## config.mk

```make
export PLATFORM = sky130hd
export DESIGN_NAME = press_event_arbiter
export DESIGN_NICKNAME = d
export VERILOG_FILES = /design/src/rtl/press_event_arbiter.sv
export SDC_FILE = /design/constraint.sdc
export NUM_CORES = 1
export LEC_CHECK = 0
export CORE_MARGIN = 4
export CORE_UTILIZATION = 34
export DETAILED_ROUTE_END_ITERATION = 6
export SYNTH_ARGS = -nofsm -noshare
export SYNTH_HDL_FRONTEND = slang
export SYNTH_SLANG_ARGS = --single-unit
```

## constraint.sdc

```tcl
create_clock -name clk -period 2.4 [get_ports clk]
set_input_delay 0.48 -clock clk [delete_from_list [all_inputs] [get_ports clk]]
set_output_delay 0.48 -clock clk [all_outputs]
set_load 0.01 [all_outputs]
```

## src/rtl/press_event_arbiter.sv

```systemverilog
// press_event_arbiter
// Per-button press detection with a low-time re-arm lockout, one pending
// event per button, and round-robin serialization onto a single event port.
//
// Event port handshake: an event transfers on a rising edge where
// evtValid=1 and evtReady=1. While evtValid=1 and evtReady=0, evtId is held
// stable and no new grant is made. evtReady has no effect while evtValid=0.
module press_event_arbiter #(
  parameter int NUM_BTN = 4,
  parameter int HOLDOFF = 16,
  parameter int ID_W    = 2
) (
  input  logic               clk,
  input  logic               reset,
  input  logic [NUM_BTN-1:0] inPress,
  input  logic               evtReady,
  output logic               evtValid,
  output logic [ID_W-1:0]    evtId,
  output logic [NUM_BTN-1:0] pendingMask,
  output logic               overrun
);

  typedef enum logic {
    IDLE = 1'b0,
    HOLD = 1'b1
  } chan_state_t;

  // Counter reload so that re-arming takes exactly HOLDOFF low cycles.
  localparam logic [7:0] RELOAD = 8'(HOLDOFF - 1);

  chan_state_t        state_q [NUM_BTN];
  chan_state_t        state_d [NUM_BTN];
  logic [7:0]         cnt_q   [NUM_BTN];
  logic [7:0]         cnt_d   [NUM_BTN];

  // Flat view of the channel FSMs (1 = HOLD), handy for probing.
  logic [NUM_BTN-1:0] chan_hold;
  logic [NUM_BTN-1:0] detect;

  logic               out_free;
  logic               grant_any;
  logic [ID_W-1:0]    grant_idx;
  logic [NUM_BTN-1:0] grant_vec;
  logic [ID_W-1:0]    ptr_q;
  logic [ID_W-1:0]    ptr_next;
  logic [NUM_BTN-1:0] pend_d;
  logic               overrun_d;

  // Channel FSM next-state: detect on a high level while IDLE, lockout in HOLD.
  always_comb begin
    for (int i = 0; i < NUM_BTN; i++) begin
      state_d[i]   = state_q[i];
      cnt_d[i]     = cnt_q[i];
      chan_hold[i] = (state_q[i] == HOLD);
      detect[i]    = inPress[i] && (state_q[i] == IDLE);
      case (state_q[i])
        IDLE: begin
          if (inPress[i]) begin
            state_d[i] = HOLD;
            cnt_d[i]   = RELOAD;
          end
        end
        HOLD: begin
          if (inPress[i]) begin
            cnt_d[i] = RELOAD;
          end else if (cnt_q[i] != 8'd0) begin
            cnt_d[i] = cnt_q[i] - 8'd1;
          end else begin
            state_d[i] = IDLE;
          end
        end
      endcase
    end
  end

  // Channel FSM state register.
  always_ff @(posedge clk) begin
    if (reset) begin
      for (int i = 0; i < NUM_BTN; i++) begin
        state_q[i] <= IDLE;
        cnt_q[i]   <= 8'd0;
      end
    end else begin
      for (int i = 0; i < NUM_BTN; i++) begin
        state_q[i] <= state_d[i];
        cnt_q[i]   <= cnt_d[i];
      end
    end
  end

  // Round-robin grant: first pending bit at or above the pointer, then wrap
  // to the bits below it. Only evaluated when the output register is free.
  always_comb begin
    out_free  = !evtValid || evtReady;
    grant_any = 1'b0;
    grant_idx = '0;
    grant_vec = '0;
    if (out_free) begin
      for (int i = 0; i < NUM_BTN; i++) begin
        if (!grant_any && pendingMask[i] && (ID_W'(i) >= ptr_q)) begin
          grant_any    = 1'b1;
          grant_idx    = ID_W'(i);
          grant_vec[i] = 1'b1;
        end
      end
      for (int i = 0; i < NUM_BTN; i++) begin
        if (!grant_any && pendingMask[i] && (ID_W'(i) < ptr_q)) begin
          grant_any    = 1'b1;
          grant_idx    = ID_W'(i);
          grant_vec[i] = 1'b1;
        end
      end
    end
    if (grant_idx == ID_W'(NUM_BTN - 1)) begin
      ptr_next = '0;
    end else begin
      ptr_next = grant_idx + ID_W'(1);
    end
    // A same-cycle detect re-sets a flag being granted; an overrun is only a
    // detect landing on a flag that stays set.
    pend_d    = (pendingMask & ~grant_vec) | detect;
    overrun_d = |(detect & pendingMask & ~grant_vec);
  end

  // Pending flags, overrun pulse, output register and arbitration pointer.
  always_ff @(posedge clk) begin
    if (reset) begin
      pendingMask <= '0;
      overrun     <= 1'b0;
      evtValid    <= 1'b0;
      evtId       <= '0;
      ptr_q       <= '0;
    end else begin
      pendingMask <= pend_d;
      overrun     <= overrun_d;
      if (out_free) begin
        evtValid <= grant_any;
        if (grant_any) begin
          evtId <= grant_idx;
          ptr_q <= ptr_next;
        end
      end
    end
  end

endmodule

```

* Word-level counts from Yosys, hierarchy flattened
Memory sizes are Yosys's and may differ from the RTL's. Index checks and enable logic that the tools add are counted.
Word-level totals: register bits after elaboration 10, RAM bits 36, input bits 7, memories 2
Memory list:
- cnt_q | words 4, bits a word 8, read ports 4, clocked after memory_dff 0, wr ports 4, RTL line 33 | logic [7:0] cnt_q [NUM_BTN];
- state_q | words 4, bits a word 1, read ports 4, clocked after memory_dff 0, wr ports 4, RTL line 31 | chan_state_t state_q [NUM_BTN];
Cells by class: add/subtract/negate cells 5, magnitude comparators 8, equal/unequal tests 1, multiplexer cells 76, bitwise operators 17, reductions and logical operators 34
Operators with widths (number):
- $mux 8 | 16
- $pmux 8 s2 | 4
- $mux 1 | 43
- $reduce_bool 8->1 | 4
- $sub 8x1->8 const B | 4
- $logic_and 1x1->1 | 19
- $mux 2 | 8
- $and 4x4->4 | 3
- $logic_not 1->1 | 8
- $or 1x1->1 | 8
- $pmux 1 s2 | 4
- $ge 1x2->1 const A | 2
- $ge 2x2->1 const A | 2
- $lt 1x2->1 const A | 2
- $lt 2x2->1 const A | 2
- $mux 4 | 1
- $not 1->1 | 4
- $not 4->4 | 1
- $or 4x4->4 | 1
- $reduce_or 4->1 | 1
- $add 2x1->2 const B | 1
- $eq 2x2->1 const B | 1
- $reduce_and 2->1 | 1
- $logic_or 1x1->1 | 1

* Depth between registers and ports, before layout
word-level depth 42, mapped depth 7

* Least setup slack after synthesis
No wires, ideal clock.
kind register -> register, start point mem cnt_q[1][0], end point mem cnt_q[1][2], arrival time 1661 ps, slack 607 ps, cell stages (with the launch flop) 8, path buffers 0, period minus slack after synthesis 1793 ps, path through dfxtp_1 inv_1 ha_1 or4b_4 o41a_1 nand2_1 xor2_1 a21oi_1
RTL lines (RTL line):
- start: declaration | 33

==> reports/results.ini <==
[clock_network]
clockBufferDepth = 2
hold_buffers = 0
cts_tree = yes
root_buffer = clkbuf_8
post_cts_resized = 0
cts_made_buffers = 5
insertion_delay_ps = 300
cts_setup_buffers = 0
htreeDepth = 2
cts_sinks = 46
path_clk_slew_ps = 90

[setup_path]
cp_top_family = simple AND/OR/NAND/NOR gates
r2r_slack_ps = 500
path_class = reg2reg
r2r_cells = 7
cp_slowest_stage_delay_ps = 480
rr_endpoint = cnt_q[1][2]
crit_chain = inv_1 -> ha_1 -> or4b_4 -> o41a_1 -> nand2_1 -> xor2_1 -> a21oi_1
crit_path_max_fanout = 4
cp.required_ps = 2600
cp.arrival_ps = 2100
crit_slowest_cell = or4b_4
cp-start-kind = flip-flop
timing.critical_path.buf_inv = 1
regToRegStartpoint = cnt_q[1][0]
endpoint_kind = flip-flop

[timing]
tightest_slew_ps = 517
tns_ps = 0
finalWorstSetupSlack_ps = 497
period_share_pct = 79.3
hold_viol = 0
min_period_ps = 1900
final-max-slew-violation-count = 0
relSlewSlack_pct = 65.0
setup_viol = 0
fmax_mhz = 526
skew_ps = 9.73
rsz0062_at_grt = false

[yosys]
async_flop_share_pct = 0
synth_seq_area_share_pct = 41.1
synth.avg_cell_area_um2 = 8.27
syn_nets = 282
synthCells = 271
yosys_warnings = 0
synth-edff-count = 0
synth_cell_types = 45
synth_seq_cells = 46
synth_top_cell_area_share_pct = 41.1
synth.area.top_cells = dfxtp_1, a21oi_1, nor3_1, nor2_1, xnor2_1
syn_area_um2 = 2240
synth_top_area_cell = dfxtp_1
synth_flop_cell = dfxtp_1

[placement]
dp_slack_ps = 422
gp_congestion = 0.876
hpwl_um = 3080
io_buffers = 14

[grt]
grt.total_usage_pct = 11.7
gr-total-overflow = 0
grt_busiest_layer = met2
use_met2_pct = 17.9
gr-usage-met3_pct = 2.40
grt_pass1_wl_um = 7510
use_met1_pct = 16.1
grt_max_degree = 18
grt_pass1_vias = 1681
antenna_found_initial = 0

[final_layout]
area_growth_pct = 14.1
final_nets = 296
diodes = 0
layout-drive-gt1-share_pct = 5.59
final_core_util_pct = 40.0

[power]
p_leak_nw = 0.946
power_density_nw_per_um2 = 659
ir_worst_vdd_v = 0.000208

[detailed_routing]
vias = 1874
drt_wl_total_um = 4300
wl_per_cell_um = 11.8
drt_pass1_iterations = 4
routed_via_density = 5.16
drc = 0
drt_iter0_markers = 110
antenna_left = 0

[floorplan]
std_cell_rows = 29
ios = 15
core_region_area_um2 = 6390
die_area_um2 = 7950
die_y_um = 89.2
initial_utilization_pct = 35.1
die_w_um = 89.2

[hold_path]
worstHoldStart = evtId[1]
hold_class = reg2reg
whs_endpoint = evtId[1]
min_path_cells = 2

[run]
cap_violations = 0

[status]
status = complete, no violations

[logic make-up after synthesis]
group,synth area share [%]
flops,41.1
simple gates,25.4
xor+xnor,7.04
mux,1.34
compound gates,17.9
buf+inv,5.03
fa+ha+maj,2.23
[layout by cell type, fill, tap and decap left out, types with 2 or more instances in the layout]
master and count:
nor2_1 26, a31oi_1 2, nand3_1 3, nand2b_1 7
o41a_1 2, o211ai_1 2, a211oi_1 3, nand3b_1 3
clkdlybuf4s50_1 14, o21ai_0 2, clkbuf_8 5, a311oi_1 2
xnor2_1 10, nor4_1 5, nor3_1 22, nand2_1 22
mux2i_1 3, nor3b_1 3, inv_1 19, xor2_1 8
buf_4 4, or3_1 5, a21oi_1 30, dfxtp_1 46
ha_1 4, a211o_1 3, nor4b_1 4, o22ai_1 2
nor2b_1 2, o21ai_1 4
[report_power, final]
part / switching (mW) / internal, mW / total [mW]
clock network: 0.277 / 0.205 / 0.482
registers: 0.0666 / 0.816 / 0.883
logic: 0.165 / 0.156 / 0.321
[flip-flops by register name (all words and copies together), names as in the netlist]
register / flops
overrun: 1
cnt_q: 32
ptr_q: 2
evtId: 2
pendingMask: 4
state_q: 4
evtValid: 1
[metal layers]
metal,vias up,wire [µm]
met5,-,0
met2,19,1880
met1,868,2220
met3,7,117
li1,980,-
met4,0,77
[through the flow]
stage	power, mW	cells	instance area, µm²	hold slack, ps
after floorplan	1.13	271	2240	457
after global placement	1.22	355	2470	453
after detailed placement	1.22	355	2470	461
after CTS	1.71	363	2560	478
after global routing	1.79	363	2560	498
final	1.69	363	2560	469
[how the worst max path moves through the flow]
stage	slack [ps]	cells past startpoint	from	to
after floorplan	610	7	cnt_q[1][0]	cnt_q[1][2]
after global placement	460	6	evtReady	overrun
after detailed placement	420	6	evtReady	overrun
after CTS	480	1	pendingMask[2]	pendingMask[2]
after global routing	290	7	cnt_q[3][0]	cnt_q[3][7]
final	500	7	cnt_q[1][0]	cnt_q[1][2]
[worst min-delay path: stages, from the launching register on]
cell and delay [ps]:
dfxtp_1 320, nand2_1 50, a21oi_1 50
[layout make-up]
type | instances | area (µm²)
clock buffer | 5 | 68.8
clock inverter | 3 | 21.3
fill | 653 | 3830
inverter | 19 | 71.3
multi-input combinational | 195 | 1210
sequential | 46 | 921
tap | 77 | 96.3
timing repair buffer | 18 | 170
[synth_stat cells (2+ instances only)]
master / count
nand3_1: 3
a31oi_1: 2
o211ai_1: 2
nand2b_1: 7
o41a_1: 2
o22ai_1: 2
xor2_1: 8
nor4b_1: 4
or3_1: 5
inv_1: 19
mux2i_1: 3
nor3_1: 22
nand2_1: 22
clkbuf_1: 10
a211oi_1: 3
a21oi_1: 30
o21ai_0: 2
nor2_1: 26
ha_1: 4
a311oi_1: 2
xnor2_1: 10
o21ai_1: 4
nor3b_1: 3
nor2b_1: 2
nor4_1: 5
dfxtp_1: 46
nand3b_1: 3
a211o_1: 3
No activity file was read; power rests on OpenSTA's default activity.
